## config.mk

```make
export PLATFORM = sky130hd
export DESIGN_NAME = imc_wb_initiator
export DESIGN_NICKNAME = d
export VERILOG_FILES = /design/src/rtl/imc_bus_pkg.sv /design/src/rtl/imc_wb_initiator.sv
export SDC_FILE = /design/constraint.sdc
export NUM_CORES = 1
export LEC_CHECK = 0
export CORE_MARGIN = 2
export CORE_UTILIZATION = 44
export DETAILED_ROUTE_END_ITERATION = 8
export HOLD_SLACK_MARGIN = 0.02
export PLACE_DENSITY_LB_ADDON = 0.2
export SLEW_MARGIN = 30
export SYNTH_ARGS = -nofsm -noshare
export SYNTH_HDL_FRONTEND = slang
export SYNTH_SLANG_ARGS = --single-unit
```

## constraint.sdc

```tcl
create_clock -name clk -period 11.2 [get_ports clk]
set_clock_uncertainty 0.1 [all_clocks]
set_input_delay 2.24 -clock clk [delete_from_list [all_inputs] [get_ports clk]]
set_output_delay 2.24 -clock clk [all_outputs]
set_load 0.005 [all_outputs]
```

## src/rtl/imc_bus_pkg.sv

```systemverilog
// Shared definitions for the in-memory-compute wishbone initiator: FSM states,
// default bus timing and the width of the transaction cycle counter.
package imc_bus_pkg;

    typedef enum logic [1:0] {
        IDLE     = 2'd0,
        DRIVE_WR = 2'd1,
        DRIVE_RD = 2'd2,
        RESP     = 2'd3
    } state_e;

    localparam int unsigned DEF_RD_WAIT = 4;
    localparam int unsigned DEF_WR_HOLD = 2;
    localparam int unsigned CNT_W       = 8;

    // The counter runs from cycles-1 down to 0, so a load of N-1 gives N drive cycles.
    function automatic logic [CNT_W-1:0] cnt_load(input int unsigned cycles);
        return CNT_W'(cycles - 1);
    endfunction

endpackage

```

## src/rtl/imc_wb_initiator.sv

```systemverilog
// Single-outstanding command-to-wishbone initiator for the in-memory-compute array:
// writes hold the bus for WR_HOLD cycles, reads/computes drive for RD_WAIT cycles then respond.
module imc_wb_initiator
    import imc_bus_pkg::*;
#(
    parameter int unsigned RD_WAIT = DEF_RD_WAIT,
    parameter int unsigned WR_HOLD = DEF_WR_HOLD
) (
    input  logic        clk,
    input  logic        rst,

    input  logic        cmd_valid,
    output logic        cmd_ready,
    input  logic        cmd_we,
    input  logic        cmd_compute,
    input  logic [31:0] cmd_addr,
    input  logic [31:0] cmd_wdata,

    output logic        rsp_valid,
    input  logic        rsp_ready,
    output logic [31:0] rsp_rdata,
    output logic [15:0] rsp_csa,
    output logic [2:0]  rsp_adc,

    output logic [31:0] wishbone_address_bus,
    output logic [31:0] wishbone_data_in,
    output logic        wbs_we_i,
    output logic        enable_IM,
    input  logic [31:0] wishbone_data_out,
    input  logic [15:0] CSA,
    input  logic [2:0]  ADC_OUT_OBS,

    output logic        busy
);

    localparam logic [CNT_W-1:0] RD_LOAD = cnt_load(RD_WAIT);
    localparam logic [CNT_W-1:0] WR_LOAD = cnt_load(WR_HOLD);
    localparam logic [CNT_W-1:0] CNT_ONE = CNT_W'(1);

    state_e           state_q,   state_d;
    logic [CNT_W-1:0] cnt_q,     cnt_d;
    logic [31:0]      addr_q,    addr_d;
    logic [31:0]      wdata_q,   wdata_d;
    logic             compute_q, compute_d;
    logic [31:0]      rdata_q,   rdata_d;
    logic [15:0]      csa_q,     csa_d;
    logic [2:0]       adc_q,     adc_d;
    logic             cnt_done;

    assign cnt_done = (cnt_q == '0);

    always_comb begin
        state_d   = state_q;
        cnt_d     = cnt_q;
        addr_d    = addr_q;
        wdata_d   = wdata_q;
        compute_d = compute_q;
        rdata_d   = rdata_q;
        csa_d     = csa_q;
        adc_d     = adc_q;

        unique case (state_q)
            IDLE: begin
                if (cmd_valid) begin
                    addr_d    = cmd_addr;
                    wdata_d   = cmd_wdata;
                    // A write never enables compute, even if cmd_compute is set.
                    compute_d = cmd_compute & ~cmd_we;
                    if (cmd_we) begin
                        state_d = DRIVE_WR;
                        cnt_d   = WR_LOAD;
                    end else begin
                        state_d = DRIVE_RD;
                        cnt_d   = RD_LOAD;
                    end
                end
            end

            DRIVE_WR: begin
                if (cnt_done) begin
                    state_d = IDLE;
                end else begin
                    cnt_d = cnt_q - CNT_ONE;
                end
            end

            DRIVE_RD: begin
                if (cnt_done) begin
                    state_d = RESP;
                    rdata_d = wishbone_data_out;
                    csa_d   = CSA;
                    adc_d   = ADC_OUT_OBS;
                end else begin
                    cnt_d = cnt_q - CNT_ONE;
                end
            end

            RESP: begin
                if (rsp_ready) begin
                    state_d = IDLE;
                end
            end

            default: begin
                state_d = IDLE;
            end
        endcase
    end

    always_ff @(posedge clk or posedge rst) begin
        if (rst) begin
            state_q   <= IDLE;
            cnt_q     <= '0;
            addr_q    <= '0;
            wdata_q   <= '0;
            compute_q <= 1'b0;
            rdata_q   <= '0;
            csa_q     <= '0;
            adc_q     <= '0;
        end else begin
            state_q   <= state_d;
            cnt_q     <= cnt_d;
            addr_q    <= addr_d;
            wdata_q   <= wdata_d;
            compute_q <= compute_d;
            rdata_q   <= rdata_d;
            csa_q     <= csa_d;
            adc_q     <= adc_d;
        end
    end

    // cmd_ready is gated by rst so every output reads zero while reset is held.
    assign cmd_ready            = (state_q == IDLE) && !rst;
    assign busy                 = (state_q != IDLE);
    assign rsp_valid            = (state_q == RESP);
    assign wbs_we_i             = (state_q == DRIVE_WR);
    assign enable_IM            = (state_q == DRIVE_RD) && compute_q;
    assign wishbone_address_bus = addr_q;
    assign wishbone_data_in     = wdata_q;
    assign rsp_rdata            = rdata_q;
    assign rsp_csa              = csa_q;
    assign rsp_adc              = adc_q;

endmodule

```

=== Word-level counts from Yosys, hierarchy flattened ===
Cells that the tools add are included.

* Register bits: 126
* Logic and storage cells: 41

* Multiplexer cells: 10
* Reductions and logical operators: 12
* Equal/unequal tests: 8
* Bitwise operators: 2
* Add/subtract/negate cells: 1

{| class="wikitable"
|+ Operators with widths
! cell !! number
|-
| 2-to-1 mux 8 bit || 2
|-
| one-hot mux 8 bit (2 select lines) || 1
|-
| 2-to-1 mux 2 bit || 6
|-
| logical NOT 8 bit || 1
|-
| one-hot mux 2 bit (4 select lines) || 1
|-
| subtractor 8 x 1 -> 8 bit (second input constant) || 1
|-
| inequality test 2 bit (second input constant) || 3
|-
| == test 2 bit (second input constant) || 2
|-
| inequality test 2 x 1 -> 1 bit (second input constant) || 2
|-
| AND reduction 2 bit || 2
|-
| AND reduction 4 bit || 1
|-
| nonzero test 2 bit || 2
|-
| AND reduction 3 bit || 1
|-
| == test 2 x 1 -> 1 bit (second input constant) || 1
|-
| logical AND 1 bit || 2
|-
| logical NOT 2 bit || 1
|-
| OR reduction 2 bit || 1
|-
| AND 1 bit || 1
|-
| logical NOT 1 bit || 1
|-
| NOT 1 bit || 1
|}

=== Logic depth before layout (Yosys ltp) ===
* Word-level depth: 4
* Gate-level depth with buffers: 7
* Depth with buffers taken out: 6

=== Least setup slack after synthesis ===
OpenSTA, ideal clock, no wires.

* Path type: in2out
* Start: in rst
* End: out cmd_ready
* Stages: 1
* Buffers on the path: 0
* Required time: 8.860 ns
* Arrival time: 2.335 ns
* Setup slack: 6.525 ns
* Path through: nor2_1

* Word-level cells in the longest chain between the ends: 2

{| class="wikitable"
|+ RTL lines
! element !! RTL line !! RTL
|-
| start: declaration || imc_wb_initiator.sv:10 || <nowiki>input logic rst,</nowiki>
|-
| logical NOT 1 bit || imc_wb_initiator.sv:133 || <nowiki>assign cmd_ready = (state_q == IDLE) && !rst;</nowiki>
|-
| logical AND 1 bit || imc_wb_initiator.sv:133 ||
|-
| end: declaration || imc_wb_initiator.sv:13 || <nowiki>output logic cmd_ready,</nowiki>
|}

No other way between the ends.

=== Final worst setup path ===
Same ends and word-level chain as after synthesis.

==> metrics <==
CP arrival approximately 3.3 ns; RSZ-0062 raised after global routing no; vias in the first global route ~3,900; hold slack about 0.39 ns; Sink Count approximately 130; synth cell count leaders 126 x dfrtp_1, 64 x mux2_2, 53 x mux2_1; Multi-input gate area about 1800 um^2; largest family of logic cells by synthesized area multiplexers; Die Span Y roughly 110 um; Post-synth ARST share 100%; core area 11,300 um^2; post-cts resize count 0; Die X-Extent 111 um; DIE AREA 12,300 um^2; CP bufs+invs 2; Hold Buf Count CTS 0; Post-synth EDFFs 0; Lkg Pwr 3.47 nW; DRC 0; top cells by area, synth dfrtp_1 63%, mux2_2 14%, mux2_1 12%; CP required about 9 ns; gpl congestion 0.795; Pre-antenna DRT Iters 4; I/O Buffers 240; adder-cell share of the synthesized area 1.74%; FF+latch area approximately 3200 um^2; Syn Nets 460; pwr/cell area between 200 and 300 nW/um^2; status finished, final reports clean; Max-Cap Viols 0; Worst Tran Pin Value slightly below 0.8 ns; Layout fillers around 780; cell mode on critical path clkdlybuf4s50_1; #FFs+latches synth ~130; Slew Viols, Final 0; synthesized area between 5000 and 6000 um^2; yosys warns 0; Skew-Pair Late Insertion Delay roughly 0.4 ns; total gr overflow 0; standard-cell rows 39; Worst path top cell family by delay buffers and inverters; initial core utilization roughly 45%; Synth top area share 62.8%; Final ANT Viol Nets 0; initial antenna violation count 0; Setup TNS 0 ns; endpoint type of the worst setup path output port; Final nets 710; Relative slew margins roughly half; # setup viols final 0; Clock Pin Slew Worst Setup and Hold Paths ~0.050 ns; cts bufs inserted 17; Fin. Hold Viols 0; vias per inst 4.85; CP max stage delay approximately 0.50 ns; Post-Syn Instances 332; slowest cell on the critical path clkdlybuf4s50_1; GRT Overall Usage 21.1%; largest net degree at the start of global routing 66; most instantiated library cell after synthesis dfrtp_1; reg2reg setup slack 8.61 ns; Peak VDD IR around 0.00017 V; number of buffers added for setup after CTS 0; XOR/XNOR share of the synthesized area 0%; WL final 12,400 um; min Tclk post-route 5.65 ns; Final HPWL DP about 9100 um; register area share after synthesis 62.8%; simple-gate portion of the synthesized area between 4 and 5%; peak fanout along the critical path 2; Cell Chain, Critical Path clkdlybuf4s50_1 > nor2_1 > clkdlybuf4s50_1; via count of the routed design 3,577; mux cell area share after synthesis 26.9%; DRT iter0 DRCs 88; final period utilization approximately half; Fmax between 150 and 200 MHz; top_reg_cell synth dfrtp_1; Synth area leader dfrtp_1; Layout area overhead 63.6%; syn_area_per_cell 15.1 um^2; routed len/inst 16.8 um; Synth Area in Compound Gates under 10%; CTS max path bufs 2; H-tree Lvls 4; boundary pin count around 240; post-synthesis cell type count 34; CTS tree yes; share of cells above drive strength 1 ~18%; clk root buf clkbuf_16; crit path launch type input pin; Hold Path Class reg -> reg; Setup CP Type in -> out; first-pass GRT wire length 20,200 um; # diodes 0
-- power by group --
| part | total, mW | internal (mW) | leakage [nW] | switching (mW) |
|---|---|---|---|---|
| Combinational | 0.945 | 0.625 | 1.67 | 0.320 |
| Sequential | 0.810 | 0.688 | 1.49 | 0.123 |
| Clock | 0.587 | 0.386 | 0.307 | 0.201 |
-- metal layers --
metal / track usage [%] / vias to the layer above / wire [um]
met5: 0 / - / 0
met4: 9.08 / 0 / 238
met3: 9.68 / 20 / 1350
met2: 34.4 / 173 / 5990
met1: 24.1 / 1709 / 4840
li1: - / 1675 / -
-- placed cells by master, fill, tap and decap left out, types with 3 or more instances in the layout --
cell | netlist | final
dfrtp_1 | 126 | 126
a21oi_1 | 6 | 6
mux2_1 | 53 | 53
clkdlybuf4s50_1 | 0 | 240
ha_1 | 7 | 7
nand2b_1 | 3 | 3
inv_1 | 10 | 9
o21ai_0 | 4 | 4
nand3_1 | 4 | 4
nand4_1 | 3 | 3
clkbuf_16 | 0 | 17
nor2_1 | 5 | 5
nand2_1 | 10 | 9
clkinv_4 | 0 | 3
mux2_2 | 64 | 64
buf_4 | 0 | 3
bufinv_16 | 0 | 4
-- sequential cells by signal (all words and copies together), names as in the netlist --
| name | flops |
|---|---|
| rsp_rdata | 32 |
| wishbone_data_in | 32 |
| state_q | 2 |
| rsp_csa | 16 |
| compute_q | 1 |
| cnt_q | 8 |
| rsp_adc | 3 |
| wishbone_address_bus | 32 |
-- final cells by class --
class | instances | share of cell area (%)
Tap cell | 143 | 2.18
Clock buffer | 20 | 5.56
Sequential cell | 126 | 38.4
Multi-Input combinational cell | 184 | 21.6
Clock inverter | 12 | 2.24
Inverter | 10 | 0.487
Timing Repair Buffer | 243 | 29.5
-- metrics by stage --
stage,setup WS [ns],power [mW],instances,cell area (um^2),utilization (%)
detailed placement,5.54,1.77,706,7570,67.2
floorplan,5.50,1.18,332,5020,-
global placement,5.55,1.73,706,7570,67.2
CTS,5.54,2.37,738,8210,72.9
finish,5.55,2.34,738,8210,72.9
global route,5.51,2.48,738,8210,72.9
-- worst paths after layout --
check | to | start | cells after the start
max | cmd_ready | rst | 3
min reg2reg | rsp_adc[1] | rsp_adc[1] | 1
max in group asynchronous | cnt_q[1] | rst | 3
min | rsp_adc[1] | rsp_adc[1] | 1
max reg2reg | rsp_rdata[7] | cnt_q[0] | 6
min in group asynchronous | state_q[1] | rst | 2
-- cell families after synthesis --
| logic type | after synthesis |
|---|---|
| AO/OA/AOI/OAI | 18 |
| flip-flops | 126 |
| multiplexers | 120 |
| adder cells (fa/ha/maj) | 7 |
| buffers and inverters | 22 |
| AND/OR/NAND/NOR | 39 |
No activity file was read; power rests on OpenSTA's default activity.
==> patch: new RTL, same flow settings <==
Take the reset off `wdata_q` and load it in a clocked block of its own.
--- a/src/rtl/imc_wb_initiator.sv
+++ b/src/rtl/imc_wb_initiator.sv
@@ -114,3 +114,2 @@
             addr_q    <= '0;
-            wdata_q   <= '0;
             compute_q <= 1'b0;
@@ -123,3 +122,2 @@
             addr_q    <= addr_d;
-            wdata_q   <= wdata_d;
             compute_q <= compute_d;
@@ -129,2 +127,6 @@
         end
+    end
+
+    always_ff @(posedge clk) begin
+        wdata_q <= wdata_d;
     end
Check against the original RTL: not equivalent (Yosys sat finds a counterexample within 4 cycles, from zero or initial values and one cycle with rst high).
==> patch against the unedited design <==
- via count is 6.3% lower
- total power is 10% lower
- area after synthesis is 4.9% lower
- worst hold slack better by 0.016 ns
- setup slack better by 0.033 ns
- cell area is 4.1% lower
- combinational power is 17% lower
- routed wire length is 0.78% lower
- critical path type unchanged
- sequential cell count stayed put
==> patch: results (changes against the unedited design) <==
- Placed inst area: 7290 um2 (-3.7%)
- Synth Area in Compound Gates: 2.17% (-0.19 points)
- GRT Resource Usage Total: 21.9% (+0.79 points)
- Clock root cell: clkbuf_8
- DP HPWL: 8870 um (-2.2%)
- Final-stage net count: 662 (-6.8%)
- Routing usage on met1: 23.2% (-0.86 points)
- Post-synth EDFFs: 32 (+32)
- Metal3 WL: 1380 um (+2.3%)
- Buffers, non-clock: 242 (-0.41%)
- Met2 wire length: 6370 um (+6.3%)
- Buffering overhead: 30.7% (+1.2 points)
- Final RePlAce weighted congestion: 0.763 (-4.1%)
- Multi-input logic portion of the cell area: 17.2% (-4.4 points)
- Status: finished, final reports clean
- Avg Vias per Cell: 4.88 (+0.61%)
- Distinct cells, synth: 31 (-8.8%)
- First-pass GRT wire length: 18900 um (-6.3%)
- Commonest cells post-synth: dfrtp_1, mux2_2, edfxtp_1
- Post-Syn Instances: 283 (-15%)
- Max_slew headroom: 48.3% (-0.11 points)
- Clock-cell share of area: 7.42% (-0.38 points)
- Sequential cell area share: 42.1% (+3.7 points)
- Via count: 3350 (-6.3%)
- Grt met3 use: 9.70% (+0.027 points)
- FILL cells: 716 (-8.1%)
- Non-clk invs: 8 (-2)
- Sequential share of the synthesized area: 69.4% (+6.6 points)
- FFs & Latches: 126 (unchanged)
- Data arrival, critical path: 3.28 ns (-0.03 ns)
- M1 wire length: 4360 um (-10%)
- Asr flop ratio synth: 74.6% (-25 points)
- Initial DRC Count: 95 (+8.0%)
- Syn Nets: 411 (-11%)
- Clk Latency, worst-skew pair: 0.51 ns (+0.11 ns)
- Mux share of post-synthesis cell area: 20.5% (-6.4 points)
- Clock buf count: 17 (-15%)
- Largest net degree at the start of global routing: 52 (-21%)
- Ranking of synthesized cells by area: dfrtp_1, mux2_2, edfxtp_1
- Peak VDD IR: 142 uV (-17%)
-- patch: worst paths after layout --
| check | startpoint | to | slack, ns | cells after the start |
|---|---|---|---|---|
| setup / recovery | rst | cmd_ready | 5.58 | 3 |
| hold / removal | rsp_rdata[9]$_DFFE_PP0P_ | rsp_rdata[9]$_DFFE_PP0P_ | 0.40 | 1 |
| setup reg to reg | cnt_q[3]$_DFFE_PP0P_ | rsp_rdata[21]$_DFFE_PP0P_ | 8.63 | 4 |
| hold reg to reg | rsp_rdata[9]$_DFFE_PP0P_ | rsp_rdata[9]$_DFFE_PP0P_ | 0.40 | 1 |
| max in group asynchronous | rst | rsp_rdata[14]$_DFFE_PP0P_ | 7.80 | 3 |
| min in group asynchronous | rst | wishbone_address_bus[27]$_DFFE_PP0P_ | 2.09 | 2 |
-- patch: power by group --
part / internal, mW / switching (mW)
Combinational: 0.518 / 0.269
Clock: 0.337 / 0.198
Sequential: 0.676 / 0.101
Total: 1.53 / 0.568
